[config.mk]
export PLATFORM = sky130hd
export DESIGN_NAME = alu_arb
export DESIGN_NICKNAME = d
export VERILOG_FILES = /design/src/rtl/alu_arb.sv
export SDC_FILE = /design/constraint.sdc
export NUM_CORES = 1
export LEC_CHECK = 0
export BUFFER_PORTS_ARGS = -buffer_cell sky130_fd_sc_hd__buf_4
export CELL_PAD_IN_SITES_DETAIL_PLACEMENT = 1
export CELL_PAD_IN_SITES_GLOBAL_PLACEMENT = 2
export CORE_MARGIN = 2
export CORE_UTILIZATION = 26
export CTS_BUF_LIST = sky130_fd_sc_hd__clkbuf_8
export CTS_CLUSTER_SIZE = 40
export DETAILED_ROUTE_END_ITERATION = 10
export PLACE_DENSITY_LB_ADDON = 0.1
export SYNTH_ARGS = -nofsm -noshare
export SYNTH_HDL_FRONTEND = slang
export SYNTH_SLANG_ARGS = --single-unit
export TNS_END_PERCENT = 10
[constraint.sdc]
create_clock -name clock -period 2.7 [get_ports clock]
set_clock_uncertainty 0.05 [all_clocks]
set_input_delay 0.54 -clock clock [delete_from_list [all_inputs] [get_ports clock]]
set_output_delay 0.54 -clock clock [all_outputs]
set_load 0.03 [all_outputs]
[src/rtl/alu_arb.sv]
// Two-requester front end for a shared ALU: arbitrates, sequences one operation
// at a time through the ALU, owns the architectural flags register and returns results.
module alu_arb #(
  parameter bit          RR          = 1'b1,
  parameter logic [11:0] FLAGS_RESET = 12'h002
) (
  input  logic        clock,
  input  logic        reset,

  input  logic        rq0_valid,
  output logic        rq0_ready,
  input  logic [3:0]  rq0_mode,
  input  logic        rq0_isize,
  input  logic        rq0_opsize,
  input  logic [31:0] rq0_op1,
  input  logic [31:0] rq0_op2,
  input  logic        rq0_wf,

  input  logic        rq1_valid,
  output logic        rq1_ready,
  input  logic [3:0]  rq1_mode,
  input  logic        rq1_isize,
  input  logic        rq1_opsize,
  input  logic [31:0] rq1_op1,
  input  logic [31:0] rq1_op2,
  input  logic        rq1_wf,

  output logic        rs_valid,
  input  logic        rs_ready,
  output logic        rs_id,
  output logic [31:0] rs_result,
  output logic [11:0] rs_flags,

  output logic        alu_isize,
  output logic        alu_opsize,
  output logic [2:0]  alu_mode,
  output logic [31:0] alu_op1,
  output logic [31:0] alu_op2,
  output logic [11:0] alu_flags,

  input  logic [31:0] alu_result,
  input  logic [11:0] alu_flags_o,
  input  logic [15:0] alu_daa_r,
  input  logic [11:0] alu_flags_d,

  output logic [11:0] flags_q,
  input  logic        flags_we,
  input  logic [11:0] flags_wd,
  output logic        busy
);

  // state | meaning
  // IDLE  | waiting for a request; only state that accepts requests or flags_we
  // EXEC  | latched operation presented to the ALU; results captured at its end
  // RESP  | response held on rs_* until rs_ready
  typedef enum logic [1:0] {
    S_IDLE = 2'd0,
    S_EXEC = 2'd1,
    S_RESP = 2'd2
  } state_e;

  state_e state_q, state_d;

  logic        gnt_any, gnt_id, accept;
  logic        last_q, last_d;

  logic [3:0]  mode_q, mode_d;
  logic        isize_q, isize_d;
  logic        opsize_q, opsize_d;
  logic [31:0] op1_q, op1_d;
  logic [31:0] op2_q, op2_d;
  logic        wf_q, wf_d;
  logic        id_q, id_d;

  logic [31:0] rs_result_q, rs_result_d;
  logic [11:0] rs_flags_q, rs_flags_d;
  logic        rs_id_q, rs_id_d;
  logic [11:0] flags_d;

  logic [31:0] cap_result;
  logic [11:0] cap_flags;
  logic        cap_wr;

  // With both requesting, round-robin favours whoever was not served last.
  always_comb begin
    gnt_any = rq0_valid | rq1_valid;
    gnt_id  = 1'b0;
    if (rq0_valid && rq1_valid) begin
      gnt_id = RR ? ~last_q : 1'b0;
    end else if (rq1_valid) begin
      gnt_id = 1'b1;
    end
  end

  assign accept = (state_q == S_IDLE) & ~reset & gnt_any;
  assign last_d = accept ? gnt_id : last_q;

  always_ff @(posedge clock) begin
    if (reset) begin
      state_q <= S_IDLE;
    end else begin
      state_q <= state_d;
    end
  end

  always_comb begin
    state_d = state_q;
    case (state_q)
      S_IDLE:  if (accept) state_d = S_EXEC;
      S_EXEC:  state_d = S_RESP;
      S_RESP:  if (rs_ready) state_d = S_IDLE;
      default: state_d = S_IDLE;
    endcase
  end

  always_comb begin
    rq0_ready = 1'b0;
    rq1_ready = 1'b0;
    rs_valid  = 1'b0;
    busy      = 1'b1;
    case (state_q)
      S_IDLE: begin
        busy      = 1'b0;
        rq0_ready = accept & ~gnt_id;
        rq1_ready = accept & gnt_id;
      end
      S_RESP:  rs_valid = 1'b1;
      default: ;
    endcase
  end

  // Adjust modes 4-7 pass op1 through and leave the flags untouched.
  always_comb begin
    cap_result = alu_result;
    cap_flags  = alu_flags_o;
    cap_wr     = wf_q;
    if (mode_q[3]) begin
      if (!mode_q[2]) begin
        cap_result = {16'h0000, alu_daa_r};
        cap_flags  = alu_flags_d;
      end else begin
        cap_result = op1_q;
        cap_flags  = flags_q;
        cap_wr     = 1'b0;
      end
    end
  end

  always_comb begin
    mode_d      = mode_q;
    isize_d     = isize_q;
    opsize_d    = opsize_q;
    op1_d       = op1_q;
    op2_d       = op2_q;
    wf_d        = wf_q;
    id_d        = id_q;
    rs_result_d = rs_result_q;
    rs_flags_d  = rs_flags_q;
    rs_id_d     = rs_id_q;
    flags_d     = flags_q;

    if (accept) begin
      mode_d   = gnt_id ? rq1_mode   : rq0_mode;
      isize_d  = gnt_id ? rq1_isize  : rq0_isize;
      opsize_d = gnt_id ? rq1_opsize : rq0_opsize;
      op1_d    = gnt_id ? rq1_op1    : rq0_op1;
      op2_d    = gnt_id ? rq1_op2    : rq0_op2;
      wf_d     = gnt_id ? rq1_wf     : rq0_wf;
      id_d     = gnt_id;
    end

    if (state_q == S_IDLE && flags_we) begin
      flags_d = flags_wd | 12'h002;
    end

    if (state_q == S_EXEC) begin
      rs_result_d = cap_result;
      rs_flags_d  = cap_flags;
      rs_id_d     = id_q;
      if (cap_wr) begin
        flags_d = cap_flags | 12'h002;
      end
    end
  end

  always_ff @(posedge clock) begin
    if (reset) begin
      last_q      <= 1'b1;
      mode_q      <= 4'h0;
      isize_q     <= 1'b0;
      opsize_q    <= 1'b0;
      op1_q       <= 32'h0;
      op2_q       <= 32'h0;
      wf_q        <= 1'b0;
      id_q        <= 1'b0;
      rs_result_q <= 32'h0;
      rs_flags_q  <= 12'h000;
      rs_id_q     <= 1'b0;
      flags_q     <= FLAGS_RESET;
    end else begin
      last_q      <= last_d;
      mode_q      <= mode_d;
      isize_q     <= isize_d;
      opsize_q    <= opsize_d;
      op1_q       <= op1_d;
      op2_q       <= op2_d;
      wf_q        <= wf_d;
      id_q        <= id_d;
      rs_result_q <= rs_result_d;
      rs_flags_q  <= rs_flags_d;
      rs_id_q     <= rs_id_d;
      flags_q     <= flags_d;
    end
  end

  assign alu_isize  = isize_q;
  assign alu_opsize = opsize_q;
  assign alu_mode   = mode_q[2:0];
  assign alu_op1    = op1_q;
  assign alu_op2    = op2_q;
  assign alu_flags  = flags_q;

  assign rs_result  = rs_result_q;
  assign rs_flags   = rs_flags_q;
  assign rs_id      = rs_id_q;

endmodule

==> qor.csv <==
stage,metric,value,unit
floorplan,# rows,57,
finish,multi-input combinational cell area,0.00332,mm²
routing,Wirelength per Cell,19.5,µm
run,Max Cap Violations,0,
sta,unrepaired setup endpoints after global routing,false,
pwr,leakage,0.00437,µW
synth,"Warnings, synthesis",0,
routing,Post-Route WL,28.2,mm
pwr,pwr dens,660,mW/mm²
placed_design,Final GP Congestion,0.746,
sta,Tmin final,2.13,ns
worst_setup_path,Required @ worst endpoint,2.11,ns
sta,period utilization,78.8,%
floorplan,total I/O pin count,374,
synth,post-synth cell types,32,
floorplan,Die ar.,0.0262,mm²
routing,# DRC,0,
sta,final slew viol count,0,
finish,number of fill cells,2971,
clock_network,clock buffer depth,2,
clock_network,postcts setup bufs,0,
synth,"top cells by area, synth","dfxtp_1 41%, a311oi_1 12%, nand2_1 11%",
worst_hold_path,Cells on Worst Hold Path,3,
sta,worst slew pin tran,1.01,ns
worst_setup_path,reg2reg setup slack,0.87,ns
worst_setup_path,Reg2Reg Capture Point,rs_result[31]$_SDFFE_PP0N_,
worst_setup_path,Startpoint Class,flip-flop,
finish,share of cells above drive strength 1,41.7,%
clock_network,CTS tree,done,
sta,Max Clk Rate,470,MHz
floorplan,Core Area,0.0244,mm²
synth,"Seq/Total Area, Yosys",40.8,%
clock_network,# clock sinks,132,
routing,Vias,7014,
sta,Setup TNS,0,ns
worst_hold_path,hold crit path type,input pin to flip-flop,
global_routing,total global routing overflow,0,
placed_design,HPWL Detailed,19.9,mm
synth,Post-Syn Nets,1024,
worst_setup_path,Reg2Reg Depth,4,
floorplan,Die Span Y,162,µm
clock_network,post_cts resized,0,
finish,final non-filler cell total,1445,
routing,Post-DRT Antenna Nets,0,
synth,Syn Inst Count,792,
worst_setup_path,origin of the worst setup path,state_q[1]$_SDFFE_PP0P_,
global_routing,GRT Total Usage,21.0,%
routing,drt pass-1 iters,6,
placed_design,port bufs,372,
worst_setup_path,CP Max Fanout,5,
floorplan,Starting Density,26.6,%
global_routing,global-route wire length before repair,42.8,mm
worst_setup_path,critical path arrival,1.54,ns
placed_design,Placed Instances,1412,
global_routing,initial antenna violation count,1,
clock_network,"Hold-fix buffers, CTS",0,
synth,Post-Syn Area,0.00648,mm²
clock_network,Root Buffer,clkbuf_8,
clock_network,"CTS clk-pin slew, worst paths",0.09,ns
worst_setup_path,Worst Setup Path Type,flip-flop to primary output,
sta,relative slew slack,32.5,%
synth,"Avg Cell Area, Syn",8.18,µm²
sta,endpoints failing setup,0,
status,status,finished clean,
floorplan,Horiz. Die Dim,162,µm
worst_setup_path,Worst setup EP type,primary output,
worst_setup_path,reg2reg start,mode_q[3]$_SDFFE_PP0P_,
finish,P&R area growth vs syn,51.9,%
clock_network,H-tree depth,4,
clock_network,worst skew pair latency,0.44,ns
worst_setup_path,max incr delay on CP,0.39,ns
routing,DR iter-0 viols,264,
synth,number of synthesized register bits,132,
finish,final net count,1339,
global_routing,vias in the first global route,7198,
synth,leading area contributor after synthesis,dfxtp_1,
routing,Via density,4.85,
worst_setup_path,"Critical Path, Cell by Cell",nor2_4 > nand2_1 > nor3_1 > buf_4,
synth,Synth top area share,40.8,%
clock_network,TritonCTS Buffers,17,
sta,Final Hold Vio Count,0,
pwr,worst vdd ir,0.265,mV
finish,register area,0.00265,mm²
worst_setup_path,slowest CP cell,dfxtp_1,
global_routing,largest net degree at the start of global routing,74,
worst_setup_path,worst setup path endpoint,rq0_ready,
## through the flow
| stage | cell area, µm² | setup slack [ns] | total power [µW] | util, % | hold WS (ns) |
|---|---|---|---|---|---|
| 2_1_floorplan | 6480 | 0.365 | 3600 | - | 0.378 |
| 3_3_place_gp | 9350 | 0.638 | 4450 | 38.3 | 0.394 |
| 3_5_place_dp | 9350 | 0.595 | 4470 | 38.3 | 0.398 |
| 4_1_cts | 9840 | 0.504 | 6600 | 40.3 | 0.270 |
| 5_1_grt | 9840 | 0.427 | 6850 | 40.3 | 0.283 |
| 6_report | 9840 | 0.573 | 6490 | 40.3 | 0.302 |
## worst min-delay path by stage
stage | start | end | slack, ns
6_report | rq1_op2[6] | alu_op2[6]$_SDFFE_PP0P_ | 0.30
5_1_grt | rq0_op2[4] | alu_op2[4]$_SDFFE_PP0P_ | 0.28
4_1_cts | rq1_op2[10] | alu_op2[10]$_SDFFE_PP0P_ | 0.27
3_5_place_dp | rs_result[6]$_SDFFE_PP0N_ | rs_result[6]$_SDFFE_PP0N_ | 0.40
3_3_place_gp | rs_result[9]$_SDFFE_PP0N_ | rs_result[9]$_SDFFE_PP0N_ | 0.39
2_1_floorplan | id_q$_SDFFE_PP0P_ | rs_id$_SDFFE_PP0N_ | 0.38
## sequential cells by signal (all words and copies together) (netlist names)
signal      flops
alu_op1        32
alu_op2        32
rs_result      32
alu_flags      12
rs_flags       12
mode_q          4
state_q         2
alu_isize       1
alu_opsize      1
id_q            1
last_q          1
rs_id           1
wf_q            1
## critical path, delay by kind of cell (launching register included)
kind	cells	cell delay, ns
and+or+nand+nor	3	0.51
DFF	1	0.39
buffers and inverters	1	0.21
## layer usage
metal	global-route usage (%)	share of wire, %
met4	5.75	1.5
met3	6.79	8.0
met2	35.3	48
met5	0	0
met1	25.9	42
## cell usage in the layout (no fill, tap or decap), types with 3 or more instances in the layout
cell type	netlist	routed
o32ai_2	10	10
inv_1	2	3
a311oi_1	87	87
or2_2	12	12
clkinv_4	0	3
a211o_1	17	17
a21oi_1	102	102
o211ai_1	11	11
mux2i_1	28	28
bufinv_16	0	6
mux2_2	11	11
buf_4	24	393
nand2_1	190	190
clkbuf_8	0	19
dfxtp_1	132	130
nor2_1	58	57
nand3_1	17	17
## synth_stat cells, drive strengths merged
cell type  count
nand2        190
dfxtp        132
a21oi        102
a311oi        87
buf           78
nor2          59
mux2i         28
clkbuf        20
a211o         17
nand3         17
or2           12
mux2          11
o211ai        11
o32ai         11
inv            2
nand2b         2
nor2b          2
nor3           2
o21ai          2
a21bo          1
a21boi         1
a31o           1
nand3b         1
nand4b         1
nor3b          1
or3            1
## area by class of cell
cell class                      count  area share, %
Timing Repair Buffer              394           30.2
Inverter                            2         0.0763
Multi-Input combinational cell    560           33.7
Sequential cell                   132           26.9
Clock buffer                       19           2.66
Antenna cell                        1         0.0254
Tap cell                          324           4.12
Clock inverter                     13           2.34
## report_power, final
part / switching (µW) / leakage [µW] / internal, µW
Clock: 855 / 0.000243 / 1240
Sequential: 161 / 0.00109 / 2170
Combinational: 1230 / 0.00303 / 836
## kinds of logic (layout without fill, tap and decap cells)
logic type	after synthesis	after routing	share of synthesized area (%)
flip-flops	132	132	40.8
AO/OA/AOI/OAI	233	233	26.4
other	0	1	0
buffers and inverters	100	428	8.50
AND/OR/NAND/NOR	288	288	18.1
multiplexers	39	39	6.24
(Power assumes the default switching activity.)
